## src/rtl/seq_div32.sv

```systemverilog
// rtl/seq_div32.sv - sequential 32-bit signed/unsigned restoring divider
// One quotient bit per cycle; sign handling wraps an unsigned magnitude core.
module seq_div32 #(
    parameter int WIDTH = 32
) (
    input  logic             CLK,
    input  logic             RST,
    input  logic             START,
    input  logic             SIGNED,
    input  logic [WIDTH-1:0] DIVIDEND,
    input  logic [WIDTH-1:0] DIVISOR,
    output logic             BUSY,
    output logic             DONE,
    output logic [WIDTH-1:0] QUOT,
    output logic [WIDTH-1:0] REM,
    output logic             DIVZ
);
    localparam int CW = $clog2(WIDTH);
    localparam logic [CW-1:0] LAST_STEP = CW'(WIDTH - 1);

    typedef enum logic [1:0] {
        IDLE,
        ITER,
        FIX
    } state_t;

    state_t           r_state;
    logic [CW-1:0]    r_cnt;
    logic [WIDTH-1:0] r_quo;
    logic [WIDTH-1:0] r_rem;
    logic [WIDTH-1:0] r_dvs;
    logic [WIDTH-1:0] r_dvd_raw;
    logic             r_neg_q;
    logic             r_neg_r;
    logic             r_dz;
    logic             r_busy;
    logic             r_done;
    logic [WIDTH-1:0] r_quot;
    logic [WIDTH-1:0] r_rem_o;
    logic             r_divz;

    logic             w_dvd_neg;
    logic             w_dvs_neg;
    logic [WIDTH:0]   w_shift;
    logic [WIDTH:0]   w_trial;

    // Conditional two's-complement negate; serves both for magnitudes and result fix-up.
    function automatic logic [WIDTH-1:0] f_cneg(input logic [WIDTH-1:0] x, input logic n);
        f_cneg = (x ^ {WIDTH{n}}) + {{(WIDTH-1){1'b0}}, n};
    endfunction

    assign w_dvd_neg = SIGNED & DIVIDEND[WIDTH-1];
    assign w_dvs_neg = SIGNED & DIVISOR[WIDTH-1];
    assign w_shift   = {r_rem, r_quo[WIDTH-1]};
    assign w_trial   = w_shift - {1'b0, r_dvs};

    always_ff @(posedge CLK) begin
        if (RST) begin
            r_state   <= IDLE;
            r_cnt     <= '0;
            r_quo     <= '0;
            r_rem     <= '0;
            r_dvs     <= '0;
            r_dvd_raw <= '0;
            r_neg_q   <= 1'b0;
            r_neg_r   <= 1'b0;
            r_dz      <= 1'b0;
            r_busy    <= 1'b0;
            r_done    <= 1'b0;
            r_quot    <= '0;
            r_rem_o   <= '0;
            r_divz    <= 1'b0;
        end else begin
            case (r_state)
                IDLE: begin
                    r_done <= 1'b0;
                    if (START) begin
                        r_dvd_raw <= DIVIDEND;
                        r_quo     <= f_cneg(DIVIDEND, w_dvd_neg);
                        r_dvs     <= f_cneg(DIVISOR, w_dvs_neg);
                        r_rem     <= '0;
                        r_neg_q   <= w_dvd_neg ^ w_dvs_neg;
                        r_neg_r   <= w_dvd_neg;
                        r_cnt     <= '0;
                        r_busy    <= 1'b1;
                        r_dz      <= (DIVISOR == '0);
                        // A zero divisor bypasses the iteration and completes on the next edge.
                        r_state   <= (DIVISOR == '0) ? FIX : ITER;
                    end
                end
                ITER: begin
                    if (!w_trial[WIDTH]) begin
                        r_rem <= w_trial[WIDTH-1:0];
                        r_quo <= {r_quo[WIDTH-2:0], 1'b1};
                    end else begin
                        r_rem <= w_shift[WIDTH-1:0];
                        r_quo <= {r_quo[WIDTH-2:0], 1'b0};
                    end
                    r_cnt <= r_cnt + 1'b1;
                    if (r_cnt == LAST_STEP) begin
                        r_state <= FIX;
                    end
                end
                FIX: begin
                    if (r_dz) begin
                        r_quot  <= '1;
                        r_rem_o <= r_dvd_raw;
                        r_divz  <= 1'b1;
                    end else begin
                        r_quot  <= f_cneg(r_quo, r_neg_q);
                        r_rem_o <= f_cneg(r_rem, r_neg_r);
                        r_divz  <= 1'b0;
                    end
                    r_done  <= 1'b1;
                    r_busy  <= 1'b0;
                    r_state <= IDLE;
                end
                default: begin
                    r_state <= IDLE;
                end
            endcase
        end
    end

    assign BUSY = r_busy;
    assign DONE = r_done;
    assign QUOT = r_quot;
    assign REM  = r_rem_o;
    assign DIVZ = r_divz;

endmodule

```

## config.mk

```make
export PLATFORM = sky130hd
export DESIGN_NAME = seq_div32
export DESIGN_NICKNAME = d
export VERILOG_FILES = /design/src/rtl/seq_div32.sv
export SDC_FILE = /design/constraint.sdc
export NUM_CORES = 1
export LEC_CHECK = 0
export ABC_CLOCK_PERIOD_IN_PS = 5230
export BUFFER_PORTS_ARGS = -buffer_cell sky130_fd_sc_hd__buf_2
export CORE_MARGIN = 2
export CORE_UTILIZATION = 30
export CTS_CLUSTER_DIAMETER = 30
export CTS_CLUSTER_SIZE = 14
export DETAILED_ROUTE_END_ITERATION = 10
export PLACE_DENSITY = 0.48
export SLEW_MARGIN = 15
export SYNTH_ARGS = -nofsm -noshare
export SYNTH_HDL_FRONTEND = slang
export SYNTH_SLANG_ARGS = --single-unit
export TNS_END_PERCENT = 30
```

## constraint.sdc

```tcl
create_clock -name CLK -period 5.23 [get_ports CLK]
set_input_delay 0.523 -clock CLK [delete_from_list [all_inputs] [get_ports CLK]]
set_output_delay 0.523 -clock CLK [all_outputs]
set_load 0.02 [all_outputs]
```

Yosys cells after proc, flatten, opt, wreduce, memory -nomap -nowiden. Index checks and enable logic that the tools add are counted.

Flip-flop bits (word level): 205. Bits of input ports: 68. Output and inout port bits: 67. Logic and storage cells: 58.

$add $sub $neg: 6. Equality and inequality tests: 5. Muxes and demuxes: 18. Bitwise gates (word level): 7. Reductions and logical operators: 8.

Operators with widths (count): two-way mux 32 bit (5); adder 32 x 1 -> 32 bit (4); one-hot mux 32 bit (2 select lines) (2); XOR 32 bit (4); subtractor 33 x 32 -> 33 bit (1); logical NOT 32 bit (1); one-hot mux 5 bit (2 select lines) (1); AND reduction 2 bit (4); two-way mux 2 bit (3); adder 5 x 1 -> 5 bit, second input constant (1); equality test 5 bit, second input constant (1); two-way mux 5 bit (1); inequality test 2 bit, second input constant (2); one-hot mux 1 bit (2 select lines) (2); one-hot mux 2 bit (2 select lines) (1); nonzero test 2 bit (2); two-way mux 1 bit (3); bitwise AND 1 bit (2); equality test 2 x 1 -> 1 bit, second input constant (1); equality test 2 bit, second input constant (1); logical NOT 2 bit (1); XOR 1 bit (1).

Depth between registers and ports, before layout. Gate-level depths: netlist of run 1.

Depth in word-level cells: 5. Depth in mapped cells: 15.

Worst setup path before layout of run 1. Ideal clock, no wire load.

Path kind: input -> register. Start: input DIVISOR[31]. End: register r_dvs[30]. Library setup time: 0.086 ns. Arrival: 3.764 ns. Required time: 5.144 ns. Setup slack: 1.380 ns. Stages: 14. Buffers on the path: 3. Cell sequence: nand2_1 clkbuf_1 clkbuf_1 clkbuf_1 xnor2_1 ha_1 o21ai_0 a2111oi_2 and4_1 and3b_1 mux2_2 nand2_1 xnor2_1 a211oi_1.

Word-level cells in the longest chain between the ends: 3.

RTL lines: start: declaration (line 11) `input logic [WIDTH-1:0] DIVISOR,`; bitwise AND 1 bit * (line 53) `assign w_dvs_neg = SIGNED & DIVISOR[WIDTH-1];`; XOR 32 bit (line 49) `f_cneg = (x ^ {WIDTH{n}}) + {{(WIDTH-1){1'b0}}, n};`; adder 32 x 1 -> 32 bit * (line 49); end signal: assignment (line 80) `r_dvs <= f_cneg(DIVISOR, w_dvs_neg);`; end: declaration (line 31) `logic [WIDTH-1:0] r_dvs;`.

Mark *: on every way between the ends. The rest lies on a longest branch, timed or not. A chain may end at the register's enable or synchronous reset.

Worst setup path in the final report of run 1.
Start: register r_quo[31]. End: register r_rem[27].

Word-level cells in the longest chain between the ends: 3.

RTL lines: start: declaration (line 29) `logic [WIDTH-1:0] r_quo;`; start signal: assignment (line 79) `r_quo <= f_cneg(DIVIDEND, w_dvd_neg);`; start signal: assignment (line 94) `r_quo <= {r_quo[WIDTH-2:0], 1'b1};`; start signal: assignment (line 97) `r_quo <= {r_quo[WIDTH-2:0], 1'b0};`; subtractor 33 x 32 -> 33 bit (line 55) `assign w_trial = w_shift - {1'b0, r_dvs};`; two-way mux 32 bit (line 92) `if (!w_trial[WIDTH]) begin`; one-hot mux 32 bit (2 select lines) (line 74) `case (r_state)`; end signal: assignment (line 93) `r_rem <= w_trial[WIDTH-1:0];`; end signal: assignment (line 96) `r_rem <= w_shift[WIDTH-1:0];`; end: declaration (line 30) `logic [WIDTH-1:0] r_rem;`.

No other way between the ends.

==> results of run 1 <==
[report_power, final]
| group | switching [mW] | internal (mW) |
|---|---|---|
| clock | 1.06 | 2.52 |
| sequential | 0.325 | 1.72 |
| combinational | 2.17 | 1.37 |
| total | 3.55 | 5.61 |
[final cells by class]
class	count	area [um2]	area share
Multi-Input combinational cell	1580	9721	0.5481
Clock inverter	29	386.6	0.02180
Timing Repair Buffer	155	834.6	0.04705
Tap cell	622	778.2	0.04388
Sequential cell	205	4108	0.2316
Clock buffer	78	1645	0.09277
Inverter	70	262.8	0.01481
[state kept, by name, summed over array words and instances, names as in the netlist]
| signal | cells |
|---|---|
| r_dz | 1 |
| r_cnt | 5 |
| r_rem | 32 |
| QUOT | 32 |
| r_dvd_raw | 32 |
| REM | 32 |
| DONE | 1 |
| BUSY | 1 |
| r_neg_r | 1 |
| r_quo | 32 |
| DIVZ | 1 |
| r_dvs | 32 |
| r_neg_q | 1 |
| r_state | 2 |
[worst reg2reg max path, stage by stage (launching register included)]
cell and delay [ps]:
dfxtp_1 330, inv_1 80, ha_1 170, inv_1 60
fa_1 420, a211oi_1 430, nor4_1 150, or3_1 390
o211ai_1 300, a41oi_1 210, nand2_2 520, buf_4 400
nand3_1 120, mux2_2 280, nand2_1 60
[path summary, 6_finish.rpt]
| kind | from | end | slack [ps] | depth (start not counted) |
|---|---|---|---|---|
| worst min register to register | r_dvd_raw[24]$_SDFFE_PP0P_ | r_dvd_raw[24]$_SDFFE_PP0P_ | 450 | 2 |
| worst max register to register | r_quo[31]$_SDFFE_PP0P_ | r_rem[27]$_SDFFE_PP0P_ | 1260 | 14 |
| worst max-delay path | r_quo[31]$_SDFFE_PP0P_ | r_rem[27]$_SDFFE_PP0P_ | 1260 | 14 |
| worst min-delay path | DIVIDEND[12] | r_dvd_raw[12]$_SDFFE_PP0P_ | 220 | 3 |
[placed cells by master, fill, tap and decap left out, types with 21 or more instances in the layout]
master / instances
o21ai_0: 109
nor2_1: 180
ha_1: 42
nor3_1: 33
inv_1: 69
a22oi_1: 26
clkbuf_16: 57
nand2_1: 286
buf_4: 21
dfxtp_1: 202
xor2_1: 54
a21o_1: 22
a211oi_1: 51
mux2i_1: 38
buf_2: 133
nand3_1: 62
o211ai_1: 36
o22ai_1: 21
xnor2_1: 129
a21oi_1: 193
nand4_1: 22
[per-layer routing]
| metal | track usage | up-vias | wire length (um) |
|---|---|---|---|
| met5 | 0 | - | 22 |
| met4 | 0.05982 | 4 | 1118 |
| met3 | 0.02790 | 74 | 1993 |
| met2 | 0.3170 | 320 | 23290 |
| met1 | 0.2569 | 6752 | 23470 |
| li1 | - | 7260 | - |
[kinds of logic after synthesis]
group,Yosys count,synth area share
compound gates,568,0.2421
xor+xnor,183,0.1090
fa+ha+maj,43,0.03711
buf+inv,238,0.06171
flops,205,0.2792
mux,50,0.03532
simple gates,736,0.2355
[per-stage QoR]
step	power, mW	util	instances
finish	9.166	0.3646	2739
global placement	5.592	0.3228	2632
global route	9.740	0.3646	2739
floorplan	4.656	-	2023
detailed placement	5.568	0.3228	2632
CTS	9.203	0.3646	2739
==> flow_summary.toml, run 1 <==
[synth]
synth.area.top_cells = "dfxtp_1 28%, xnor2_1 7.7%, nand2_1 7.4%"
yosys.area.top_type_share = 0.2792
async_reset_ff_frac = 0
avgSynthCellArea_um2 = 7.266
yosys.area.top_type = "dfxtp_1"
netlist_area_um2 = 14700
syn_inst = 2023
synthTopCellsByCount = "288 x nand2_1, 205 x dfxtp_1, 193 x a21oi_1"
yosysMostFrequentCell = "nand2_1"
syn_nets = 2134
synth_edf_count = 0
synth_ff_type = "dfxtp_1"
synth_warnings = 0
ys_types = 81
synth.yosys.seq_area_share = 0.2792
synth_seq_cells = 205

[floorplan]
io-pin-count = 135
initial_core_util = 0.3022
dieArea_um2 = 50780
die_y_um = 225.4
rows = 81
die_w_um = 225.4
core_um2 = 48650

[global_route]
grt_pass1_vias = 13480
grt_max_degree = 84
overflow = 0
grt_util_all_layers = 0.1918
grt_first_pass_wirelength_mm = 76.74
antenna_found_initial = 2

[critical_path]
crit_type = "register to register"
cp_top_family = "simple AND/OR/NAND/NOR gates"
cp.arrival_ps = 4490
critical_path_buf_inv_count = 3
cp-end-kind = "register"
path_cells = "inv_1 -> ha_1 -> inv_1 -> fa_1 -> a211oi_1 -> nor4_1 -> or3_1 -> o211ai_1 -> a41oi_1 -> nand2_2 -> buf_4 -> nand3_1 -> mux2_2 -> nand2_1"
path_common_cell = "inv_1"
critPathMaxStageDelay_ps = 520
crit_path_start_kind = "register"
cp_data_required_time_ps = 5750
crit_fanout = 32
critical_path.slowest_cell = "nand2_2"

[worst_hold_path]
hp-class = "input port to register"

[timing]
timing.final.ws_setup_ps = 1261
final.setup_skew_ps = 35.14
fmax_mhz = 252.0
finalCritPeriodShare = 0.7588
tightestPinTransition_ps = 999.6
setup_viol = 0
rsz0062_at_grt = "false"
drv_slew = 0
max_slew_margin = 0.3249
layout_min_cycle_time_ps = 3969
finalSetupTns_ps = 0
hold_viol = 0
whs_ps = 223.6

[route]
wl_per_cell_um = 18.22
route.detailed.drc = 0
via_per_inst = 5.261
firstDrtPassIters = 7
drt-total-wl_mm = 49.90
initialDrtViolationCount = 955
ant_nets = 0
via_count = 14410

[clock_network]
cts.repair.resized = 0
clkTransAtPathRegs_ps = 40
root_buffer = "clkbuf_16"
cts_hold_buf = 0
numCtsBuffers = 57
cts_max_level = 2
postCtsSetupBuffers = 0
clock_latency_ps = 610
clkSinkCount = 205
cts.path.max_buffers = 3
cts_tree = "built"

[run_status]
status = "completed"

[finish]
fillCellCount = 5172
drive_above_1_share = 0.1398
area_growth_pct = 20.66
num_antenna_cells = 0
final_cell_area_um2 = 17740
layout.nets = 2180

[power_and_ir_drop]
power.density_nw_per_um2 = 516.8
leakage_nw = 6.750
max-vdd-ir-drop_mv = 0.4046

[placed_design]
pre_cts_slack_ps = 1296
post_dp_cell_area_um2 = 15700
port_buffers = 134
place.gp.congestion = 0.8476
hpwl_mm = 37.21

[flow_run]
max_cap_viol_count = 0
Power figures use the tool's default switching activity.
==> run 2: changes to the inputs <==
--- a/config.mk
+++ b/config.mk
@@ -5,7 +5,7 @@
 export SDC_FILE = /design/constraint.sdc
 export NUM_CORES = 1
 export LEC_CHECK = 0
-export ABC_CLOCK_PERIOD_IN_PS = 5230
+export ABC_CLOCK_PERIOD_IN_PS = 4000
 export BUFFER_PORTS_ARGS = -buffer_cell sky130_fd_sc_hd__buf_2
 export CORE_MARGIN = 2
 export CORE_UTILIZATION = 30
==> constraint.sdc (replaced) <==
create_clock -name CLK -period 4 [get_ports CLK]
set_input_delay 0.4 -clock CLK [delete_from_list [all_inputs] [get_ports CLK]]
set_output_delay 0.4 -clock CLK [all_outputs]
set_load 0.02 [all_outputs]
==> run 2 against run 1 <==
Hold slack got worse by 120 ps. Fmax increased by 7.4%. Die area unchanged. Clock power increased by 34%. Critical path depth unchanged. Worst setup slack got worse by 960 ps. Sequential share of layout area decreased by 0.28 points. Clock-buffer cell count decreased by 7. Non-clock buffer count increased by 26. Final area increased by 1.2%. Final cell count increased by 0.58%. Flip-flop and latch count unchanged.
==> flow_summary.toml, run 2 (synthesized netlist as in run 1, its figures left out) <==
[run_status]
status = "completed"

[floorplan]
die_w_um = 225.4
die_y_um = 225.4
io-pin-count = 135
core_um2 = 48650
rows = 81
initial_core_util = 0.3022
dieArea_um2 = 50780

[route]
firstDrtPassIters = 5
drt-total-wl_mm = 49.56
via_per_inst = 5.291
via_count = 14580
wl_per_cell_um = 17.99
initialDrtViolationCount = 975
ant_nets = 0
route.detailed.drc = 0

[global_route]
grt_use_met3 = 0.03051
grt_max_degree = 120
grt_util_all_layers = 0.1925
overflow = 0
grt_first_pass_wirelength_mm = 77.42
use_met1 = 0.2587
globalRouteMet2Util = 0.3151
top_usage_layer = "met2"
grt_pass1_vias = 13650
antenna_found_initial = 1

[clock_network]
root_buffer = "clkbuf_16"
clock_latency_ps = 590
numCtsBuffers = 54
cts_hold_buf = 0
cts.path.max_buffers = 3
clkTransAtPathRegs_ps = 40
clkSinkCount = 205
postCtsSetupBuffers = 0
cts_tree = "built"
cts_max_level = 2
cts.repair.resized = 0

[critical_path]
cp-end-kind = "register"
reg2reg_from = "r_quo[31]$_SDFFE_PP0P_"
r2r_slack_ps = 300
cp_data_required_time_ps = 4520
r2r_cells = 14
crit_type = "register to register"
crit_fanout = 23
r2r-end = "r_rem[27]$_SDFFE_PP0P_"
cp.arrival_ps = 4220
crit_path_start_kind = "register"

[worst_hold_path]
min_to = "r_dvd_raw[0]$_SDFFE_PP0P_"
whs_path_depth = 3
hold_start = "DIVIDEND[0]"
hp-class = "input port to register"

[finish]
area_growth_pct = 22.15
num_antenna_cells = 0
mostFrequentLayoutCell = "nand2_1"
layout.nets = 2203
final_cell_mix = "286 x nand2_1, 202 x dfxtp_1, 193 x a21oi_1"
final_cell_area_um2 = 17950
drive_above_1_share = 0.1472
instances_no_fill = 2755

[timing]
drv_slew = 0
fmax_mhz = 270.5
max_slew_margin = 0.4249
tightestPinTransition_ps = 854.7
final.setup_skew_ps = 27.94
rsz0062_at_grt = "false"
finalCritPeriodShare = 0.9242
finalSetupTns_ps = 0
hold_viol = 0
setup_viol = 0
layout_min_cycle_time_ps = 3697

[flow_run]
max_cap_viol_count = 0

[power_and_ir_drop]
power.density_nw_per_um2 = 682.8
max-vdd-ir-drop_mv = 0.3570
report.power.total_mw = 12.26
leakage_nw = 6.879

[placed_design]
port_buffers = 134
place.gp.congestion = 0.8336
dp_cells = 2658
hpwl_mm = 37.24
post_dp_cell_area_um2 = 15920
## run 2: cell count changes in the layout (fill, tap and decap cells not counted), moves of 2 or more
cell       previous run  this run
clkinv_2             17         9
clkbuf_8             14        12
buf_12                0         2
bufinv_16             7        12
buf_4                21        45
clkbuf_1              7         4
clkbuf_16            57        55
## run 2: worst max path at each step
| stage | startpoint | end | slack (ps) |
|---|---|---|---|
| 4_1_cts | r_quo[31]$_SDFFE_PP0P_ | r_rem[27]$_SDFFE_PP0P_ | 310 |
| 2_1_floorplan | DIVISOR[31] | r_dvs[30]$_SDFFE_PP0P_ | 270 |
| 5_1_grt | r_quo[31]$_SDFFE_PP0P_ | r_rem[29]$_SDFFE_PP0P_ | 30 |
| 3_5_place_dp | r_quo[31]$_SDFFE_PP0P_ | r_rem[27]$_SDFFE_PP0P_ | 380 |
| 6_report | r_quo[31]$_SDFFE_PP0P_ | r_rem[27]$_SDFFE_PP0P_ | 300 |
| 3_3_place_gp | r_quo[31]$_SDFFE_PP0P_ | r_rem[27]$_SDFFE_PP0P_ | 430 |
## run 2: area by class of cell
class,instances,area (um2)
inverter,70,262.8
clock inverter,26,479.2
sequential,205,4108
clock buffer,71,1556
fill,5184,30690
multi-input combinational,1580,9716
timing repair buffer,181,1055
tap,622,778.2
## run 2: worst max-delay path, cell delays in order, from the launching register on
cell	delay, ps
dfxtp_1	330
inv_1	90
ha_1	190
inv_1	60
fa_1	410
a211oi_1	420
nor4_1	110
or3_1	430
o211ai_1	320
a41oi_1	210
nand2_2	280
buf_4	310
nand3_1	100
mux2_2	280
nand2_1	50
## run 2: metal layers
metal | wire [um] | share of wire
met5 | 0 | 0
met2 | 22970 | 0.46
met1 | 23010 | 0.46
met4 | 1227 | 0.025
met3 | 2356 | 0.048
## run 2: where the power goes
group / internal (mW) / switching [mW] / leakage, nW
Clock: 3.47 / 1.33 / 0.999
Sequential: 2.25 / 0.371 / 1.67
Combinational: 1.93 / 2.91 / 4.21
Total: 7.65 / 4.61 / 6.88
## run 2: through the flow
| stage | setup WS [ps] | hold slack (ps) | utilization |
|---|---|---|---|
| floorplan | 273.1 | 431.2 | - |
| global placement | 427.6 | 441.3 | 0.3272 |
| detailed placement | 380.6 | 444.5 | 0.3272 |
| CTS | 314.8 | 74.13 | 0.3691 |
| global route | 25.89 | 78.60 | 0.3691 |
| finish | 303.3 | 103.0 | 0.3691 |
==> run 3: changes to the inputs <==
--- a/config.mk
+++ b/config.mk
@@ -5,13 +5,15 @@
 export SDC_FILE = /design/constraint.sdc
 export NUM_CORES = 1
 export LEC_CHECK = 0
-export ABC_CLOCK_PERIOD_IN_PS = 4000
+export ABC_AREA = 1
+export ABC_CLOCK_PERIOD_IN_PS = 3500
 export BUFFER_PORTS_ARGS = -buffer_cell sky130_fd_sc_hd__buf_2
 export CORE_MARGIN = 2
 export CORE_UTILIZATION = 30
 export CTS_CLUSTER_DIAMETER = 30
 export CTS_CLUSTER_SIZE = 14
 export DETAILED_ROUTE_END_ITERATION = 10
+export GPL_TIMING_DRIVEN = 0
 export PLACE_DENSITY = 0.48
 export SLEW_MARGIN = 15
 export SYNTH_ARGS = -nofsm -noshare
==> constraint.sdc (replaced) <==
create_clock -name CLK -period 3.5 [get_ports CLK]
set_input_delay 0.35 -clock CLK [delete_from_list [all_inputs] [get_ports CLK]]
set_output_delay 0.35 -clock CLK [all_outputs]
set_load 0.02 [all_outputs]
==> run 3 against run 2 <==
Final area grew 8.9%. Sequential power up 6%. Hold slack better by 25 ps. Clock skew up 47 ps. Critical endpoint is now r_rem[24]$_SDFFE_PP0P_. Utilization rose by 0.24 points.
==> flow_summary.toml, run 3 <==
[floorplan]
initial_core_util = 0.3040
core_um2 = 52660
io-pin-count = 135
dieArea_um2 = 55220
die_w_um = 235.0
die_y_um = 235.0
rows = 84

[synth]
syn_nets = 2726
avgSynthCellArea_um2 = 6.122
synth.area.top_cells = "dfxtp_1 26%, nand2_1 17%, inv_1 9.6%"
synthTopCellsByCount = "721 x nand2_1, 409 x inv_1, 268 x nor2_1"
yosysMostFrequentCell = "nand2_1"
ys_types = 48
yosys.area.top_type = "dfxtp_1"
syn_inst = 2615
synth_edf_count = 0
netlist_area_um2 = 16010
synth_seq_cells = 205
synth_ff_type = "dfxtp_1"
synth_warnings = 0
yosys.area.top_type_share = 0.2564
async_reset_ff_frac = 0
synth.yosys.seq_area_share = 0.2564

[route]
firstDrtPassIters = 7
route.detailed.drc = 0
via_count = 17120
ant_nets = 0
route.met3.wl_mm = 3.330
highest_layer = "met4"
initialDrtViolationCount = 1185
drt-total-wl_mm = 64.60
wl_met2_mm = 28.23
m1WireLength_mm = 31.29
via_per_inst = 4.843
wl_per_cell_um = 18.27

[clock_network]
clkSinkCount = 205
cts_max_level = 2
root_buffer = "clkbuf_16"
clock_latency_ps = 630
cts.path.max_buffers = 3
cts_hold_buf = 0
cts_tree = "built"
postCtsSetupBuffers = 0
clkTransAtPathRegs_ps = 50
numCtsBuffers = 54

[critical_path]
reg2reg_from = "r_quo[31]$_SDFFE_PP0P_"
crit_fanout = 10
cp.arrival_ps = 3590
path_common_cell = "nand2_1"
cp-startpoint = "r_quo[31]$_SDFFE_PP0P_"
r2r_slack_ps = 370
crit_path_start_kind = "register"
critical_path.slowest_cell = "fa_1"
cp_data_required_time_ps = 3950
crit_type = "register to register"
cp-end-kind = "register"
critPathMaxStageDelay_ps = 460
r2r_cells = 18
path_cells = "inv_1 -> ha_1 -> inv_1 -> fa_1 -> nand2_1 -> nand2_1 -> nand3_1 -> nand2_1 -> nand2_1 -> nand2_1 -> nand2_1 -> nand3_1 -> nand2_1 -> buf_2 -> buf_6 -> nand2_1 -> nand3_1 -> a21oi_1"

[timing]
timing.final.ws_setup_ps = 368.1
drv_slew = 0
fmax_mhz = 319.3
setup_viol = 0
tightestPinTransition_ps = 1006
final.setup_skew_ps = 74.72
layout_min_cycle_time_ps = 3132
finalCritPeriodShare = 0.8948
hold_viol = 0
finalSetupTns_ps = 0
rsz0062_at_grt = "false"
max_slew_margin = 0.3269

[worst_hold_path]
hp-class = "input port to register"
hold_start = "DIVIDEND[3]"
whs_path_depth = 3

[finish]
multi_input_area_um2 = 9848
final_cell_mix = "721 x nand2_1, 409 x inv_1, 268 x nor2_1"
area_growth_pct = 22.20
drive_above_1_share = 0.1096
fillCellCount = 5842
mostFrequentLayoutCell = "nand2_1"
layout.nets = 2915
seqCellArea_um2 = 4105
num_antenna_cells = 0

[run_status]
status = "completed"

[flow_run]
max_cap_viol_count = 0

[global_route]
grt_pass1_vias = 16180
grt_first_pass_wirelength_mm = 97.69
grt_max_degree = 18
grt_util_all_layers = 0.2292
antenna_found_initial = 0
overflow = 0

[placed_design]
hpwl_mm = 54.66
port_buffers = 133
pre_cts_slack_ps = 244.4
place.gp.congestion = 0.9590

[power_and_ir_drop]
power.density_nw_per_um2 = 631.4
max-vdd-ir-drop_mv = 0.3812
leakage_nw = 9.513
==> run 3: final cells by class <==
type                    instances  share of cell area
clock buffers                  68             0.07586
plain buffers                  92             0.02322
clock inverters                31             0.02763
repair buffers                133             0.03403
multi-input cells            1891              0.5035
flip-flops and latches        205              0.2099
inverters                     427             0.08194
well taps                     688             0.04401
==> run 3: kinds of logic (layout without fill, tap and decap cells) <==
group           Yosys count  after routing  synth area share
xor+xnor                220            220            0.1293
flops                   205            205            0.2564
compound gates          346            346            0.1200
fa+ha+maj                43             43           0.03408
buf+inv                 519            751            0.1284
simple gates           1282           1282            0.3319
==> run 3: what timing repair did <==
action	in CTS	in global routing
resized for setup	0	3
setup endpoints to repair	0	19
hold endpoints to repair	0	0
==> run 3: path summary, 6_finish.rpt <==
check                                    end
hold / removal     r_dvd_raw[3]$_SDFFE_PP0P_
hold reg to reg   r_dvd_raw[11]$_SDFFE_PP0P_
setup / recovery      r_rem[24]$_SDFFE_PP0P_
setup reg to reg      r_rem[24]$_SDFFE_PP0P_
==> run 3: worst max-delay path, delay by kind of cell, from the launching register on <==
family,cells,cell delay (ps)
AND/OR/NAND/NOR,11,1330
adder cells (fa/ha/maj),2,620
buffers and inverters,4,590
flip-flops,1,370
AO/OA/AOI/OAI,1,70
==> run 3: power breakdown <==
part / total [mW] / leakage [nW] / switching [mW] / internal (mW)
clock: 5.45 / 0.981 / 1.59 / 3.87
combinational: 4.11 / 6.86 / 2.82 / 1.29
sequential: 2.79 / 1.68 / 0.238 / 2.55
==> run 3: per-stage QoR <==
| step | hold WS (ps) | utilization | area (um2) | cells | power, mW |
|---|---|---|---|---|---|
| 2_1_floorplan | 424.5 | - | 16010 | 2615 | 5.616 |
| 3_5_place_dp | 451.7 | 0.3330 | 17530 | 3436 | 6.891 |
| 5_1_grt | 113.8 | 0.3715 | 19560 | 3535 | 13.11 |
| 4_1_cts | 100.0 | 0.3714 | 19560 | 3535 | 12.38 |
| 6_report | 127.7 | 0.3715 | 19560 | 3535 | 12.35 |
| 3_3_place_gp | 441.8 | 0.3330 | 17530 | 3436 | 6.864 |
==> run 3: routing by layer <==
layer	GRT usage	vias up
li1	-	8598
met1	0.3228	7894
met2	0.3657	540
met3	0.02256	88
met4	0.07442	0
met5	0	-
